File: config.mk
export PLATFORM = sky130hd
export DESIGN_NAME = dmem_lsu
export DESIGN_NICKNAME = d
export VERILOG_FILES = /design/src/rtl/lsu_pkg.sv /design/src/rtl/dmem_lsu_lane_align.sv /design/src/rtl/dmem_lsu.sv
export SDC_FILE = /design/constraint.sdc
export NUM_CORES = 1
export LEC_CHECK = 0
export CAP_MARGIN = 20
export CORE_MARGIN = 1
export CORE_UTILIZATION = 55
export DETAILED_ROUTE_END_ITERATION = 12
export PLACE_DENSITY = 0.9
export SLEW_MARGIN = 20
export SYNTH_ARGS = -nofsm -noshare
export SYNTH_HDL_FRONTEND = slang
export SYNTH_SLANG_ARGS = --single-unit
File: constraint.sdc
create_clock -name clk -period 4.85 [get_ports clk]
set_input_delay 0.7275 -clock clk [delete_from_list [all_inputs] [get_ports clk]]
set_output_delay 0.7275 -clock clk [all_outputs]
set_load 0.02 [all_outputs]
File: src/rtl/lsu_pkg.sv
// Shared types and helpers for the dmem load/store unit.
// - lsu_state_e : FSM states of dmem_lsu
// - F3_*        : RV32 load/store funct3 encodings
// - size_bytes  : access width in bytes for a funct3
package lsu_pkg;

    typedef enum logic [1:0] {
        IDLE,
        ACC1,
        ACC2,
        RESP
    } lsu_state_e;

    localparam logic [2:0] F3_B  = 3'b000;
    localparam logic [2:0] F3_H  = 3'b001;
    localparam logic [2:0] F3_W  = 3'b010;
    localparam logic [2:0] F3_BU = 3'b100;
    localparam logic [2:0] F3_HU = 3'b101;

    // Illegal encodings fall into the word case; they never reach an access.
    function automatic logic [2:0] size_bytes(input logic [2:0] funct3);
        case (funct3[1:0])
            2'b00:   return 3'd1;
            2'b01:   return 3'd2;
            default: return 3'd4;
        endcase
    endfunction

endpackage

File: src/rtl/dmem_lsu_lane_align.sv
// Combinational lane logic for dmem_lsu.
// - off, funct3       : byte offset and funct3 of the current op
// - st_hi, st_wdata   : select second (upper word) half of a store; store data
// - st_be, st_data    : byte enables and lane-shifted data for that half
// - ld_hi, ld_rdata   : select second half of a load; dmem read data
// - merge_in/out      : load merge register, current and next value
// - ext_data          : merge_in sign/zero-extended per funct3
module lsu_lane_align
    import lsu_pkg::*;
(
    input  logic [1:0]  off,
    input  logic [2:0]  funct3,
    input  logic        st_hi,
    input  logic [31:0] st_wdata,
    output logic [3:0]  st_be,
    output logic [31:0] st_data,
    input  logic        ld_hi,
    input  logic [31:0] ld_rdata,
    input  logic [31:0] merge_in,
    output logic [31:0] merge_out,
    output logic [31:0] ext_data
);

    logic [3:0]  size_mask;
    logic [7:0]  be_wide;
    logic [63:0] data_wide;
    logic [4:0]  lo_sh;
    logic [5:0]  hi_sh;

    always_comb begin
        case (size_bytes(funct3))
            3'd1:    size_mask = 4'b0001;
            3'd2:    size_mask = 4'b0011;
            default: size_mask = 4'b1111;
        endcase

        // Shift across a two-word window: low half feeds the first access,
        // high half feeds the second access of a split op.
        lo_sh     = {off, 3'b000};
        hi_sh     = 6'd32 - {1'b0, off, 3'b000};
        be_wide   = {4'b0000, size_mask} << off;
        data_wide = {32'h0, st_wdata} << lo_sh;
        st_be     = st_hi ? be_wide[7:4]     : be_wide[3:0];
        st_data   = st_hi ? data_wide[63:32] : data_wide[31:0];

        merge_out = ld_hi ? (merge_in | (ld_rdata << hi_sh)) : (ld_rdata >> lo_sh);

        case (funct3)
            F3_B:    ext_data = {{24{merge_in[7]}}, merge_in[7:0]};
            F3_H:    ext_data = {{16{merge_in[15]}}, merge_in[15:0]};
            F3_BU:   ext_data = {24'h0, merge_in[7:0]};
            F3_HU:   ext_data = {16'h0, merge_in[15:0]};
            default: ext_data = merge_in;
        endcase
    end

endmodule

File: src/rtl/dmem_lsu.sv
// Load/store initiator for a word-wide dmem (sync byte-enable write,
// combinational read). Accepts one op at a time over req_valid/req_ready,
// splits misaligned ops into two word accesses, returns extended load data.
// - req_*  : core request (we, funct3, byte addr, right-justified wdata)
// - resp_* : one-cycle response pulse with rdata/err (held until next response)
// - wr_*   : dmem write port (word addr, lane data, byte enables)
// - rd_*   : dmem read port (word addr, read data)
module dmem_lsu
    import lsu_pkg::*;
#(
    parameter int unsigned DEPTH_WORDS = 256,
    parameter bit          MISALIGN_EN = 1'b1
) (
    input  logic        clk,
    input  logic        rst_n,
    input  logic        req_valid,
    output logic        req_ready,
    input  logic        req_we,
    input  logic [2:0]  req_funct3,
    input  logic [31:0] req_addr,
    input  logic [31:0] req_wdata,
    output logic        resp_valid,
    output logic [31:0] resp_rdata,
    output logic        resp_err,
    output logic [31:0] wr_addr,
    output logic [31:0] wr_data,
    output logic [3:0]  wr_en,
    output logic [31:0] rd_addr,
    input  logic [31:0] rd_data
);

    localparam logic [32:0] LIMIT = 33'(DEPTH_WORDS * 4);

    lsu_state_e  state_q, state_d;
    logic        we_q, we_d, err_q, err_d, split_q, split_d;
    logic [2:0]  f3_q, f3_d;
    logic [31:0] addr_q, addr_d, wdata_q, wdata_d, merge_q, merge_d;
    logic [3:0]  wr_en_q, wr_en_d;
    logic [31:0] wr_addr_q, wr_addr_d, wr_data_q, wr_data_d, rd_addr_q, rd_addr_d;
    logic        resp_valid_q, resp_valid_d, resp_err_q, resp_err_d;
    logic [31:0] resp_rdata_q, resp_rdata_d;

    logic [2:0]  req_size;
    logic [32:0] last_byte;
    logic        f3_bad, range_bad, misal, req_split, req_err;
    logic [1:0]  cur_off;
    logic [2:0]  cur_f3;
    logic [31:0] cur_wdata;
    logic [3:0]  st_be;
    logic [31:0] st_data, merge_out, ext_data;

    // Access outputs are registered from the next state, so the request is
    // shaped straight from req_* on the accept edge and from op registers later.
    always_comb begin
        cur_off   = (state_q == IDLE) ? req_addr[1:0] : addr_q[1:0];
        cur_f3    = (state_q == IDLE) ? req_funct3    : f3_q;
        cur_wdata = (state_q == IDLE) ? req_wdata     : wdata_q;

        req_size  = size_bytes(req_funct3);
        f3_bad    = (req_funct3 == 3'b011) || (req_funct3[2:1] == 2'b11) ||
                    (req_we && req_funct3[2]);
        last_byte = {1'b0, req_addr} + 33'(req_size) - 33'd1;
        range_bad = (last_byte >= LIMIT);
        misal     = ((req_funct3[1:0] == 2'b01) && req_addr[0]) ||
                    ((req_funct3[1:0] == 2'b10) && (req_addr[1:0] != 2'b00));
        req_split = (({1'b0, req_addr[1:0]} + req_size) > 3'd4);
        req_err   = f3_bad || range_bad || (misal && !MISALIGN_EN);
    end

    lsu_lane_align u_lane (
        .off       (cur_off),
        .funct3    (cur_f3),
        .st_hi     (state_q == ACC1),
        .st_wdata  (cur_wdata),
        .st_be     (st_be),
        .st_data   (st_data),
        .ld_hi     (state_q == ACC2),
        .ld_rdata  (rd_data),
        .merge_in  (merge_q),
        .merge_out (merge_out),
        .ext_data  (ext_data)
    );

    always_comb begin
        state_d      = state_q;
        we_d         = we_q;
        f3_d         = f3_q;
        addr_d       = addr_q;
        wdata_d      = wdata_q;
        err_d        = err_q;
        split_d      = split_q;
        merge_d      = merge_q;
        wr_en_d      = '0;
        wr_addr_d    = wr_addr_q;
        wr_data_d    = wr_data_q;
        rd_addr_d    = rd_addr_q;
        resp_valid_d = 1'b0;
        resp_rdata_d = resp_rdata_q;
        resp_err_d   = resp_err_q;

        case (state_q)
            IDLE: begin
                if (req_valid) begin
                    we_d    = req_we;
                    f3_d    = req_funct3;
                    addr_d  = req_addr;
                    wdata_d = req_wdata;
                    err_d   = req_err;
                    split_d = req_split;
                    if (req_err) begin
                        state_d = RESP;
                    end else begin
                        state_d   = ACC1;
                        wr_addr_d = {req_addr[31:2], 2'b00};
                        rd_addr_d = {req_addr[31:2], 2'b00};
                        if (req_we) begin
                            wr_en_d   = st_be;
                            wr_data_d = st_data;
                        end
                    end
                end
            end
            ACC1: begin
                merge_d = merge_out;
                if (split_q) begin
                    state_d   = ACC2;
                    wr_addr_d = {addr_q[31:2] + 30'd1, 2'b00};
                    rd_addr_d = {addr_q[31:2] + 30'd1, 2'b00};
                    if (we_q) begin
                        wr_en_d   = st_be;
                        wr_data_d = st_data;
                    end
                end else begin
                    state_d = RESP;
                end
            end
            ACC2: begin
                merge_d = merge_out;
                state_d = RESP;
            end
            RESP: begin
                resp_valid_d = 1'b1;
                resp_rdata_d = (err_q || we_q) ? '0 : ext_data;
                resp_err_d   = err_q;
                state_d      = IDLE;
            end
            default: state_d = IDLE;
        endcase
    end

    always_ff @(posedge clk or negedge rst_n) begin
        if (!rst_n) begin
            state_q      <= IDLE;
            we_q         <= 1'b0;
            f3_q         <= '0;
            addr_q       <= '0;
            wdata_q      <= '0;
            err_q        <= 1'b0;
            split_q      <= 1'b0;
            merge_q      <= '0;
            wr_en_q      <= '0;
            wr_addr_q    <= '0;
            wr_data_q    <= '0;
            rd_addr_q    <= '0;
            resp_valid_q <= 1'b0;
            resp_rdata_q <= '0;
            resp_err_q   <= 1'b0;
        end else begin
            state_q      <= state_d;
            we_q         <= we_d;
            f3_q         <= f3_d;
            addr_q       <= addr_d;
            wdata_q      <= wdata_d;
            err_q        <= err_d;
            split_q      <= split_d;
            merge_q      <= merge_d;
            wr_en_q      <= wr_en_d;
            wr_addr_q    <= wr_addr_d;
            wr_data_q    <= wr_data_d;
            rd_addr_q    <= rd_addr_d;
            resp_valid_q <= resp_valid_d;
            resp_rdata_q <= resp_rdata_d;
            resp_err_q   <= resp_err_d;
        end
    end

    assign req_ready  = (state_q == IDLE);
    assign resp_valid = resp_valid_q;
    assign resp_rdata = resp_rdata_q;
    assign resp_err   = resp_err_q;
    assign wr_en      = wr_en_q;
    assign wr_addr    = wr_addr_q;
    assign wr_data    = wr_data_q;
    assign rd_addr    = rd_addr_q;

endmodule
==> summary.txt <==
Gr usage total -> 0.334
Netlist Area Pre-Place -> 0.0140 mm²
CP max stage cell -> or4b_4
# DRC -> 0
Post-synthesis register bit count -> 204
FFs w/ async S/R, synth -> 1.00
Element type at the critical path end -> register
Clock Path Buffers -> 3
Die X-Extent -> 162 µm
Post-synthesis sequential area ratio -> 0.364
Routed Antenna Nets -> 0
Vias in the first global route -> 13500
Top delay family on crit path -> simple AND/OR/NAND/NOR gates
CORE AREA -> 0.0251 mm²
Hold slack -> 339 ps
Total wire length -> 44.5 mm
Initial Util -> 0.558
Lkg Pwr -> 7.89 nW
WP buf/inv -> 7
Synth top area share -> 0.364
Most used DFF post-synth -> dfrtp_1
Area growth syn-to-layout -> 28.9%
Post-Route Utilization -> 0.720
Synth warnings -> 0
Synthesized area per cell -> 8.56 µm²
Crit path max fanout -> 8
Total power -> 11.7 mW
Tightest Pin Transition -> 1150 ps
Drt wl/cell -> 19.7 µm
R2r setup slk -> 1320 ps
Die Area -> 0.0261 mm²
Initial DRC Count -> 1622
R2R Path Start -> state_q[1]$_DFFE_PN0P_
Worst Skew -> 17.7 ps
Post-synth EDFFs -> 0
Kind of critical path -> in -> reg
Gate Count Post-Synth -> 1639
Share of cells above drive strength 1 -> 0.180
Setup ws final -> 156 ps
FF-to-FF path depth -> 8
Setup tns final -> 0 ps
VDD IR max -> 0.000503 V
Max-slew violation count -> 0
Critical path depth -> 18
Reg2reg end -> resp_rdata[8]$_DFFE_PN0P_
Initial antenna violation count -> 1
Worst EP arrival -> 5100 ps
Synth top area cells -> dfrtp_1, mux2_2, a21oi_1
Drt pass-1 iters -> 7
Clk root buf -> clkbuf_16
Die extent in y -> 162 µm
Worst slew margin -> 0.226
Clock sink total -> 204
Crit-path cells -> clkdlybuf4s50_1 > inv_1 > ha_1 > a21o_1 > a21oi_1 > buf_4 > a21oi_2 > buf_4 > buf_4 > nor4_4 > o2111ai_2 > nor4b_2 > or4b_4 > or4b_4 > a22oi_4 > buf_6 > buf_12 > mux2_2
Count of cell types in the netlist -> 88
Number of port buffers -> 233
GRT overflow -> 0
Placement Setup Slack -> -789 ps
# H-tree levels -> 1
Row Count -> 58
Crit share post-route -> 0.968
Startpoint class of the critical path -> input pin
Most frequent CP cell -> buf_4
Slowest stage delay, CP -> 590 ps
First-pass GRT wire length -> 70.4 mm
Post-DP HPWL -> 31.3 mm
Largest area contributor in the netlist -> dfrtp_1
Final Hold Violating Endpoints -> 0
PD cells -> 647 mW/mm²
Ports -> 238
Number of setup violations in the final report -> 0
Vias post-DR -> 13800
Via-to-Cell Ratio -> 6.10
Max Freq -> 213 MHz
CTS tree -> yes
NumNets Final -> 2055
Number of CTS-inserted buffers -> 23
Largest net degree at the start of global routing -> 122
Hold crit path type -> in -> async
Status -> complete, no violations
Max-cap violations -> 0
Required time worst endpoint -> 5260 ps
Final min period -> 4690 ps
GP Congestion -> 0.966
Clock Latency Late Sink -> 530 ps
Reg clk slew, reported paths -> 60 ps
Antenna cell count -> 0
==> per-layer routing <==
layer | global-route usage | share of wire | vias up
met5 | 0 | 0 | -
met3 | 0.0452 | 0.079 | 143
li1 | - | - | 6316
met1 | 0.449 | 0.41 | 6538
met2 | 0.545 | 0.47 | 768
met4 | 0.136 | 0.039 | 0
==> power breakdown <==
group          internal (mW)  switching [mW]  leakage, nW
Combinational           2.98            3.96         5.00
Clock                  0.941           0.741        0.359
Sequential              2.45           0.615         2.53
Total                   6.37            5.32         7.89
==> flip-flops by register name (all words and copies together), names as in the netlist, 2 cells and up <==
name        cells
rd_addr        30
resp_rdata     32
state_q         2
merge_q        32
f3_q            3
wr_en           4
wdata_q        32
addr_q         32
wr_data        32
==> how the worst max path moves through the flow <==
stage	start	end	slack (ps)
after global placement	req_funct3[1]	wr_data[0]$_DFFE_PN0P_	-500
after CTS	req_addr[1]	wr_data[1]$_DFFE_PN0P_	10
after global routing	req_addr[5]	wr_data[0]$_DFFE_PN0P_	-10
final	req_addr[5]	wr_data[1]$_DFFE_PN0P_	160
after detailed placement	req_funct3[1]	wr_data[1]$_DFFE_PN0P_	-790
after floorplan	req_funct3[1]	wr_data[10]$_DFFE_PN0P_	100
==> Yosys cell counts, types with 15 or more instances <==
cell type,count
a21oi_1,183
nor2_1,141
mux2i_1,48
nand4_1,19
xor2_1,22
buf_4,36
ha_1,41
mux2_2,95
buf_1,17
inv_1,102
mux2_4,22
o22ai_1,44
o21ai_0,112
a211oi_1,15
dfrtp_1,204
nand3_1,39
clkbuf_1,53
nand2_1,211
==> logic make-up after synthesis <==
| kind of cell | synth area share |
|---|---|
| adders and majority gates | 0.0394 |
| muxes | 0.134 |
| xor gates and xnor gates | 0.0199 |
| DFF | 0.364 |
| and+or+nand+nor | 0.155 |
| other | 0.000267 |
| buffers and inverters | 0.0775 |
| AOI/OAI and AO/OA | 0.209 |
==> per-stage QoR <==
step                      area (µm²)  std cells
after global routing           18100       2255
after global placement         17100       2199
after floorplan                14000       1642
final                          18100       2255
after detailed placement       17100       2199
after CTS                      17900       2248
==> cell usage in the layout, fill, tap and decap left out, drive strengths merged, types with 5 or more instances in the layout <==
cell type      netlist  layout
a21o                11      11
clkinv               0       8
or2                  5       5
a22oi               10      10
nand3               39      39
buf                 74     136
clkbuf              53      34
a22o                 8       8
mux2               117     117
nor4                 7       7
o211ai              12      12
clkdlybuf4s50        0     227
nor2               142     142
nand2              214     214
and4                 7       7
mux2i               48      48
a211oi              17      17
a31oi               13      13
o21ai              121     121
nor3                14      14
and3                11      11
o2bb2ai              8       8
xor2                22      22
o22ai               44      44
inv                103     104
xnor2                9       9
a21oi              185     185
dfrtp              204     204
and2                 5       5
nand4               19      19
ha                  41      41
o21a                12      12
==> worst reg2reg max path, delay by kind of cell (launching register included) <==
family | cells | cell delay, ps
AND/OR/NAND/NOR | 2 | 1000
buffers and inverters | 2 | 780
flip-flops | 1 | 430
adder cells (fa/ha/maj) | 1 | 250
multiplexers | 1 | 740
AO/OA/AOI/OAI | 2 | 240
==> timing repair <==
item,4_1_cts,5_1_grt
buffers inserted,7,7
hold buffers,0,0
resized for setup,19,19
setup endpoints to repair,33,33
pin swaps,8,12
cloned,1,0
endpoints found under the hold margin,0,0
==> cell type report <==
type	instances	area, µm²
Sequential cell	204	5100
Multi-Input combinational cell	1208	8010
Timing Repair Buffer	369	3440
Clock buffer	32	649
Tap cell	330	413
Inverter	103	387
Clock inverter	9	63.8
Fill cell	1856	7040
(Power assumes the default switching activity.)
